==> src/rtl/local_irq_ctrl_pkg.sv <==
// Shared types and helpers for the local interrupt controller.
// LOCAL_IRQ_PRIO_EN selects programmable priorities in local_irq_ctrl.
package local_irq_ctrl_pkg;

  typedef enum logic [1:0] {IRQ_IDLE, IRQ_REQ, IRQ_ACTIVE} irq_state_e;

  localparam logic [1:0] MTVEC_MODE_VEC = 2'b01;

  // Trap target for a given mtvec and cause code; vectored mode offsets by 4 bytes per code.
  function automatic logic [31:0] irq_handler(input logic [31:0] vec, input logic [31:0] code);
    logic [31:0] base;
    base = {vec[31:2], 2'b00};
    return (vec[1:0] == MTVEC_MODE_VEC) ? base + (code << 2) : base;
  endfunction

endpackage

==> src/rtl/irq_prio_sel.sv <==
// Combinational winner select: highest priority among candidates, ties to the lowest index.
module irq_prio_sel
  import local_irq_ctrl_pkg::*;
#(
  parameter int unsigned NUM_SRC = 16
) (
  input  logic [NUM_SRC-1:0]   cand_i,
  input  logic [NUM_SRC*3-1:0] prio_i,
  output logic                 valid_o,
  output logic [4:0]           id_o
);

  logic [2:0] best;

  // Scanning downwards with >= lets a lower index win a tie.
  always_comb begin
    valid_o = 1'b0;
    id_o    = '0;
    best    = '0;
    for (int i = NUM_SRC - 1; i >= 0; i--) begin
      if (cand_i[i] && (!valid_o || prio_i[i*3 +: 3] >= best)) begin
        valid_o = 1'b1;
        id_o    = 5'(i);
        best    = prio_i[i*3 +: 3];
      end
    end
  end

endmodule

==> src/rtl/local_irq_ctrl.sv <==
// N-source local interrupt controller with registered request and take/return handshake.
// Define LOCAL_IRQ_PRIO_EN for per-source priorities and a threshold; default is index priority.
module local_irq_ctrl
  import local_irq_ctrl_pkg::*;
#(
  parameter int unsigned NUM_SRC     = 16,
  parameter int unsigned CAUSE_BASE  = 16,
  parameter int unsigned SYNC_STAGES = 2
) (
  input  logic                 clk_i,
  input  logic                 rst_i,
  input  logic [NUM_SRC-1:0]   src_i,
  input  logic [NUM_SRC-1:0]   ie_i,
  input  logic [NUM_SRC-1:0]   edge_i,
  input  logic                 mie_i,
  input  logic [31:0]          vec_i,
  input  logic [31:0]          pc_i,
  input  logic                 take_i,
  input  logic                 mret_i,
`ifdef LOCAL_IRQ_PRIO_EN
  input  logic [NUM_SRC*3-1:0] prio_i,
  input  logic [2:0]           threshold_i,
`endif
  output logic                 irq_valid_o,
  output logic [31:0]          handler_o,
  output logic [31:0]          cause_o,
  output logic [31:0]          epc_o,
  output logic [4:0]           id_o,
  output logic [NUM_SRC-1:0]   pending_o
);

  logic [NUM_SRC-1:0] src_s, prev_q, prev_d, epend_q, epend_d, clr, pending, elig, cand;
  logic [NUM_SRC*3-1:0] prio_s;
  irq_state_e           state_q, state_d;
  logic [31:0]          handler_q, handler_d, cause_q, cause_d, epc_q, epc_d;
  logic [4:0]           id_q, id_d, win_id;
  logic [30:0]          win_code;
  logic                 win_valid, take_fire;

  if (SYNC_STAGES == 0) begin : g_nosync
    assign src_s = src_i;
  end else begin : g_sync
    logic [SYNC_STAGES-1:0][NUM_SRC-1:0] sync_q, sync_d;
    always_comb begin
      sync_d[0] = src_i;
      for (int s = 1; s < int'(SYNC_STAGES); s++) sync_d[s] = sync_q[s-1];
    end
    always_ff @(posedge clk_i or posedge rst_i) begin
      if (rst_i) sync_q <= '0;
      else       sync_q <= sync_d;
    end
    assign src_s = sync_q[SYNC_STAGES-1];
  end

  // Edge pending latches rising edges; the taken source's bit clears and wins over a new edge.
  always_comb begin
    prev_d = src_s;
    for (int i = 0; i < int'(NUM_SRC); i++) clr[i] = take_fire && (id_q == 5'(i));
    epend_d = (epend_q | (src_s & ~prev_q)) & edge_i & ~clr;
  end

  assign pending = (edge_i & epend_q) | (~edge_i & src_s);

`ifdef LOCAL_IRQ_PRIO_EN
  always_comb begin
    for (int i = 0; i < int'(NUM_SRC); i++) elig[i] = prio_i[i*3 +: 3] > threshold_i;
  end
  assign prio_s = prio_i;
`else
  assign elig   = '1;
  assign prio_s = '1;
`endif

  assign cand = pending & ie_i & elig;

  irq_prio_sel #(
    .NUM_SRC(NUM_SRC)
  ) u_prio_sel (
    .cand_i (cand),
    .prio_i (prio_s),
    .valid_o(win_valid),
    .id_o   (win_id)
  );

  assign win_code = 31'(CAUSE_BASE) + 31'(win_id);

  always_comb begin
    state_d   = state_q;
    id_d      = id_q;
    cause_d   = cause_q;
    handler_d = handler_q;
    epc_d     = epc_q;
    take_fire = 1'b0;
    unique case (state_q)
      IRQ_IDLE: begin
        if (win_valid && mie_i) begin
          state_d   = IRQ_REQ;
          id_d      = win_id;
          cause_d   = {1'b1, win_code};
          handler_d = irq_handler(vec_i, {1'b0, win_code});
        end
      end
      IRQ_REQ: begin
        if (take_i) begin
          state_d   = IRQ_ACTIVE;
          epc_d     = pc_i;
          take_fire = 1'b1;
        end else if (!win_valid || !mie_i) begin
          state_d = IRQ_IDLE;
        end else begin
          id_d      = win_id;
          cause_d   = {1'b1, win_code};
          handler_d = irq_handler(vec_i, {1'b0, win_code});
        end
      end
      IRQ_ACTIVE: begin
        if (mret_i) state_d = IRQ_IDLE;
      end
      default: state_d = IRQ_IDLE;
    endcase
  end

  always_ff @(posedge clk_i or posedge rst_i) begin
    if (rst_i) begin
      state_q   <= IRQ_IDLE;
      prev_q    <= '0;
      epend_q   <= '0;
      id_q      <= '0;
      cause_q   <= '0;
      handler_q <= '0;
      epc_q     <= '0;
    end else begin
      state_q   <= state_d;
      prev_q    <= prev_d;
      epend_q   <= epend_d;
      id_q      <= id_d;
      cause_q   <= cause_d;
      handler_q <= handler_d;
      epc_q     <= epc_d;
    end
  end

  assign irq_valid_o = (state_q == IRQ_REQ);
  assign handler_o   = handler_q;
  assign cause_o     = cause_q;
  assign epc_o       = epc_q;
  assign id_o        = id_q;
  assign pending_o   = pending;

endmodule

==> config.mk <==
export PLATFORM = sky130hd
export DESIGN_NAME = local_irq_ctrl
export DESIGN_NICKNAME = d
export VERILOG_FILES = /design/src/rtl/local_irq_ctrl_pkg.sv /design/src/rtl/irq_prio_sel.sv /design/src/rtl/local_irq_ctrl.sv
export SDC_FILE = /design/constraint.sdc
export NUM_CORES = 1
export LEC_CHECK = 0
export CAP_MARGIN = 10
export CELL_PAD_IN_SITES_DETAIL_PLACEMENT = 1
export CELL_PAD_IN_SITES_GLOBAL_PLACEMENT = 1
export CORE_MARGIN = 3
export CORE_UTILIZATION = 35
export CTS_BUF_LIST = sky130_fd_sc_hd__clkbuf_4 sky130_fd_sc_hd__clkbuf_8 sky130_fd_sc_hd__clkbuf_16
export CTS_CLUSTER_DIAMETER = 40
export CTS_CLUSTER_SIZE = 14
export DETAILED_ROUTE_END_ITERATION = 8
export PLACE_DENSITY = 0.83
export SYNTH_ARGS = -nofsm -noshare
export SYNTH_HDL_FRONTEND = slang
export SYNTH_HIERARCHICAL = 1
export SYNTH_SLANG_ARGS = --single-unit
==> constraint.sdc <==
create_clock -name clk_i -period 22.5 [get_ports clk_i]
set_clock_uncertainty 0.1 [all_clocks]
set_input_delay 4.5 -clock clk_i [delete_from_list [all_inputs] [get_ports clk_i]]
set_output_delay 4.5 -clock clk_i [all_outputs]
set_load 0.02 [all_outputs]
==> results.tsv <==
metric	value	unit
antenna_found_initial	2	
track_usage	22.01	%
layout_setup_ws	0.1594	ns
cts_max_level	4	
synth.avg_cell_area	9.770	sq um
hold_buffers	0	
synth_top_area_share	40.39	%
cp_num_buf_inv	5	
vias	7968	
fill_cells	2591	
cp_common_cell	ha_1	
initial_core_util	36.28	%
finalInstanceArea	12580	sq um
cts-root-buf	clkbuf_16	
die_w	160.6	um
totalWireLength	30420	um
setup_viol	0	
clock_latency	0.43	ns
clock_path_buffers	2	
slew_viol_final	0	
drc	0	
die_y	160.6	um
min_period	22.34	ns
setup_tns	0	ns
coreArea	23050	sq um
power	1.223	mW
slew_headroom	27.15	%
start_kind	input port	
whs	0.2485	ns
place_area	11140	sq um
synth_cell_types	85	
via_per_inst	5.114	
cp-end-kind	flop	
tightest_slew	1.093	ns
powerDensity	97.26	nW/um^2
critPathKind	input port to flop	
wl_per_cell	19.52	um
crit_fanout	6	
grt_max_degree	70	
drt_iter0_drc	292	
synth_seq_cells	135	
yosysWarnings	6	
port-buffer-count	207	
clk_pin_slew_worst_paths	0.07	ns
synth_area	8363	sq um
grt_pass1_wl	45110	um
critPathMaxStageDelay	0.51	ns
ir_drop	0.00005245	V
fmax	0.04476	GHz
first_pass_iters	5	
crit_required	22.67	ns
synth_edf_count	0	
nNetsFinal	1392	
hold_path.class	flop to flop	
detailedPlace.worstSlack	-1.278	ns
cts_sinks	135	
cts_buffers	17	
tritoncts	built	
synthToLayoutAreaGrowth	50.37	%
final_antenna_net_count	0	
critPathTopFamily	compound AO/OA/AOI/OAI gates	
rows	55	
place_congestion	0.8875	
grt_overflow	0	
synthTopCellsByArea	dfrtp_1 (40%), mux2_2 (6.7%), ha_1 (6.4%)	
status	complete, no violations	
synth.largest_area_cell	dfrtp_1	
syn_inst	856	
max_cap_viol_count	0	
critical_path_arrival	22.51	ns
drive_gt1_share	20.74	%
synthFlopType	dfrtp_1	
ys_seq_area_share	40.39	%
leakagePower	5.615	nW
fin_crit_sh	99.29	%
dieArea	25780	sq um
grt_pass1_vias	8424	
r2r_slack	4.34	ns
ios	235	
ys_async_sr_fraction	100.0	%
dpl.hpwl	20950	um
crit_slowest_cell	clkdlybuf4s50_1	
hold_viol	0	
## sequential cells by signal, indices dropped and copies added, names as in the netlist
register	cells
epc_o	32
handler_o	30
epend_q	16
g_sync.sync_d	16
prev_d	16
prev_q	16
id_o	4
cause_o	3
state_q	2
## worst register-to-register path, delay by kind of cell (launching register included)
family,cells,cell delay [ns]
compound gates,42,8.11
mux,2,0.40
fa+ha+maj,16,4.07
buf+inv,4,0.46
simple gates,28,4.18
flops,1,0.40
xor+xnor,1,0.25
## cells in the final DEF (no fill, tap or decap), types with 23 or more instances in the layout
cell type and n:
conb_1 138, nor2_1 28, clkdlybuf4s50_1 207, a21oi_1 27
o21ai_0 54, buf_4 64, inv_1 33, and2_1 24
nand2_1 79, nor2b_1 23, mux2_2 49, dfrtp_1 135
ha_1 30
## logic make-up after synthesis
| family | Yosys count | share of synthesized area (%) |
|---|---|---|
| AO/OA/AOI/OAI | 206 | 17.33 |
| other | 3 | 0.1346 |
| AND/OR/NAND/NOR | 296 | 19.43 |
| buffers and inverters | 90 | 5.865 |
| XOR/XNOR | 26 | 2.723 |
| multiplexers | 56 | 7.451 |
| flip-flops | 135 | 40.39 |
| adder cells (fa/ha/maj) | 44 | 6.673 |
## what timing repair did
| item | CTS | global route |
|---|---|---|
| pin swaps | 22 | 48 |
| cloned | 2 | 0 |
| hold endpoints to repair | 0 | 0 |
| resized for setup | 37 | 58 |
| setup buffers | 15 | 30 |
| setup endpoints to repair | 29 | 33 |
## cells in the mapped netlist (9+ instances only)
master    count
dfrtp_1     135
nand2_1      89
o21ai_0      63
mux2_2       50
ha_1         43
inv_1        35
buf_4        34
a21oi_1      30
and2_1       29
nor2_1       29
nand3_1      24
nor2b_1      23
xor2_1       22
nand4_1      21
nand2b_1     16
a31oi_1      15
and3_1       14
clkbuf_1     14
a21o_1       13
nor3_1       12
a211oi_1      9
## power by group
group / switching, mW / internal (mW) / leakage (nW)
clock network: 0.130 / 0.170 / 0.307
logic: 0.313 / 0.279 / 3.69
registers: 0.0397 / 0.291 / 1.62
## metal layers
layer / GRT usage, % / wire length, um / vias to the layer above
met5: 0 / 13 / -
met4: 7.574 / 797 / 2
met3: 7.016 / 2050 / 54
met2: 38.65 / 15700 / 253
met1: 25.25 / 11850 / 3979
li1: - / - / 3680
## path summary, 6_finish.rpt
check                                            start                        end  cells past startpoint
max                                         edge_i[15]  handler_o[27]$_DFFE_PP0P_                     94
min in group asynchronous                        rst_i      epc_o[25]$_DFFE_PP0P_                      2
max reg2reg                       prev_d[15]$_DFF_PP0_  handler_o[27]$_DFFE_PP0P_                     93
max in group asynchronous                        rst_i      epc_o[19]$_DFFE_PP0P_                      3
min                        g_sync.sync_d[17]$_DFF_PP0_        prev_d[1]$_DFF_PP0_                      0
min reg2reg                g_sync.sync_d[17]$_DFF_PP0_        prev_d[1]$_DFF_PP0_                      0
## area by class of cell
class                           instances  area, sq um  share of cell area (%)
Multi-Input combinational cell        766         5454                   43.37
Antenna cell                            1        2.502                 0.01990
Sequential cell                       135         3378                   26.86
Timing Repair Buffer                  275         2585                   20.56
Tap cell                              313        391.6                   3.114
Inverter                               36        140.1                   1.114
Clock inverter                         15        198.9                   1.582
Clock buffer                           17        425.4                   3.383
## per-stage QoR
step | utilization [%] | instances
finish | 54.55 | 1558
global route | 54.55 | 1558
CTS | 52.27 | 1527
detailed placement | 48.33 | 1478
global placement | 48.33 | 1478
floorplan | - | 991
Power figures use the tool's default switching activity.
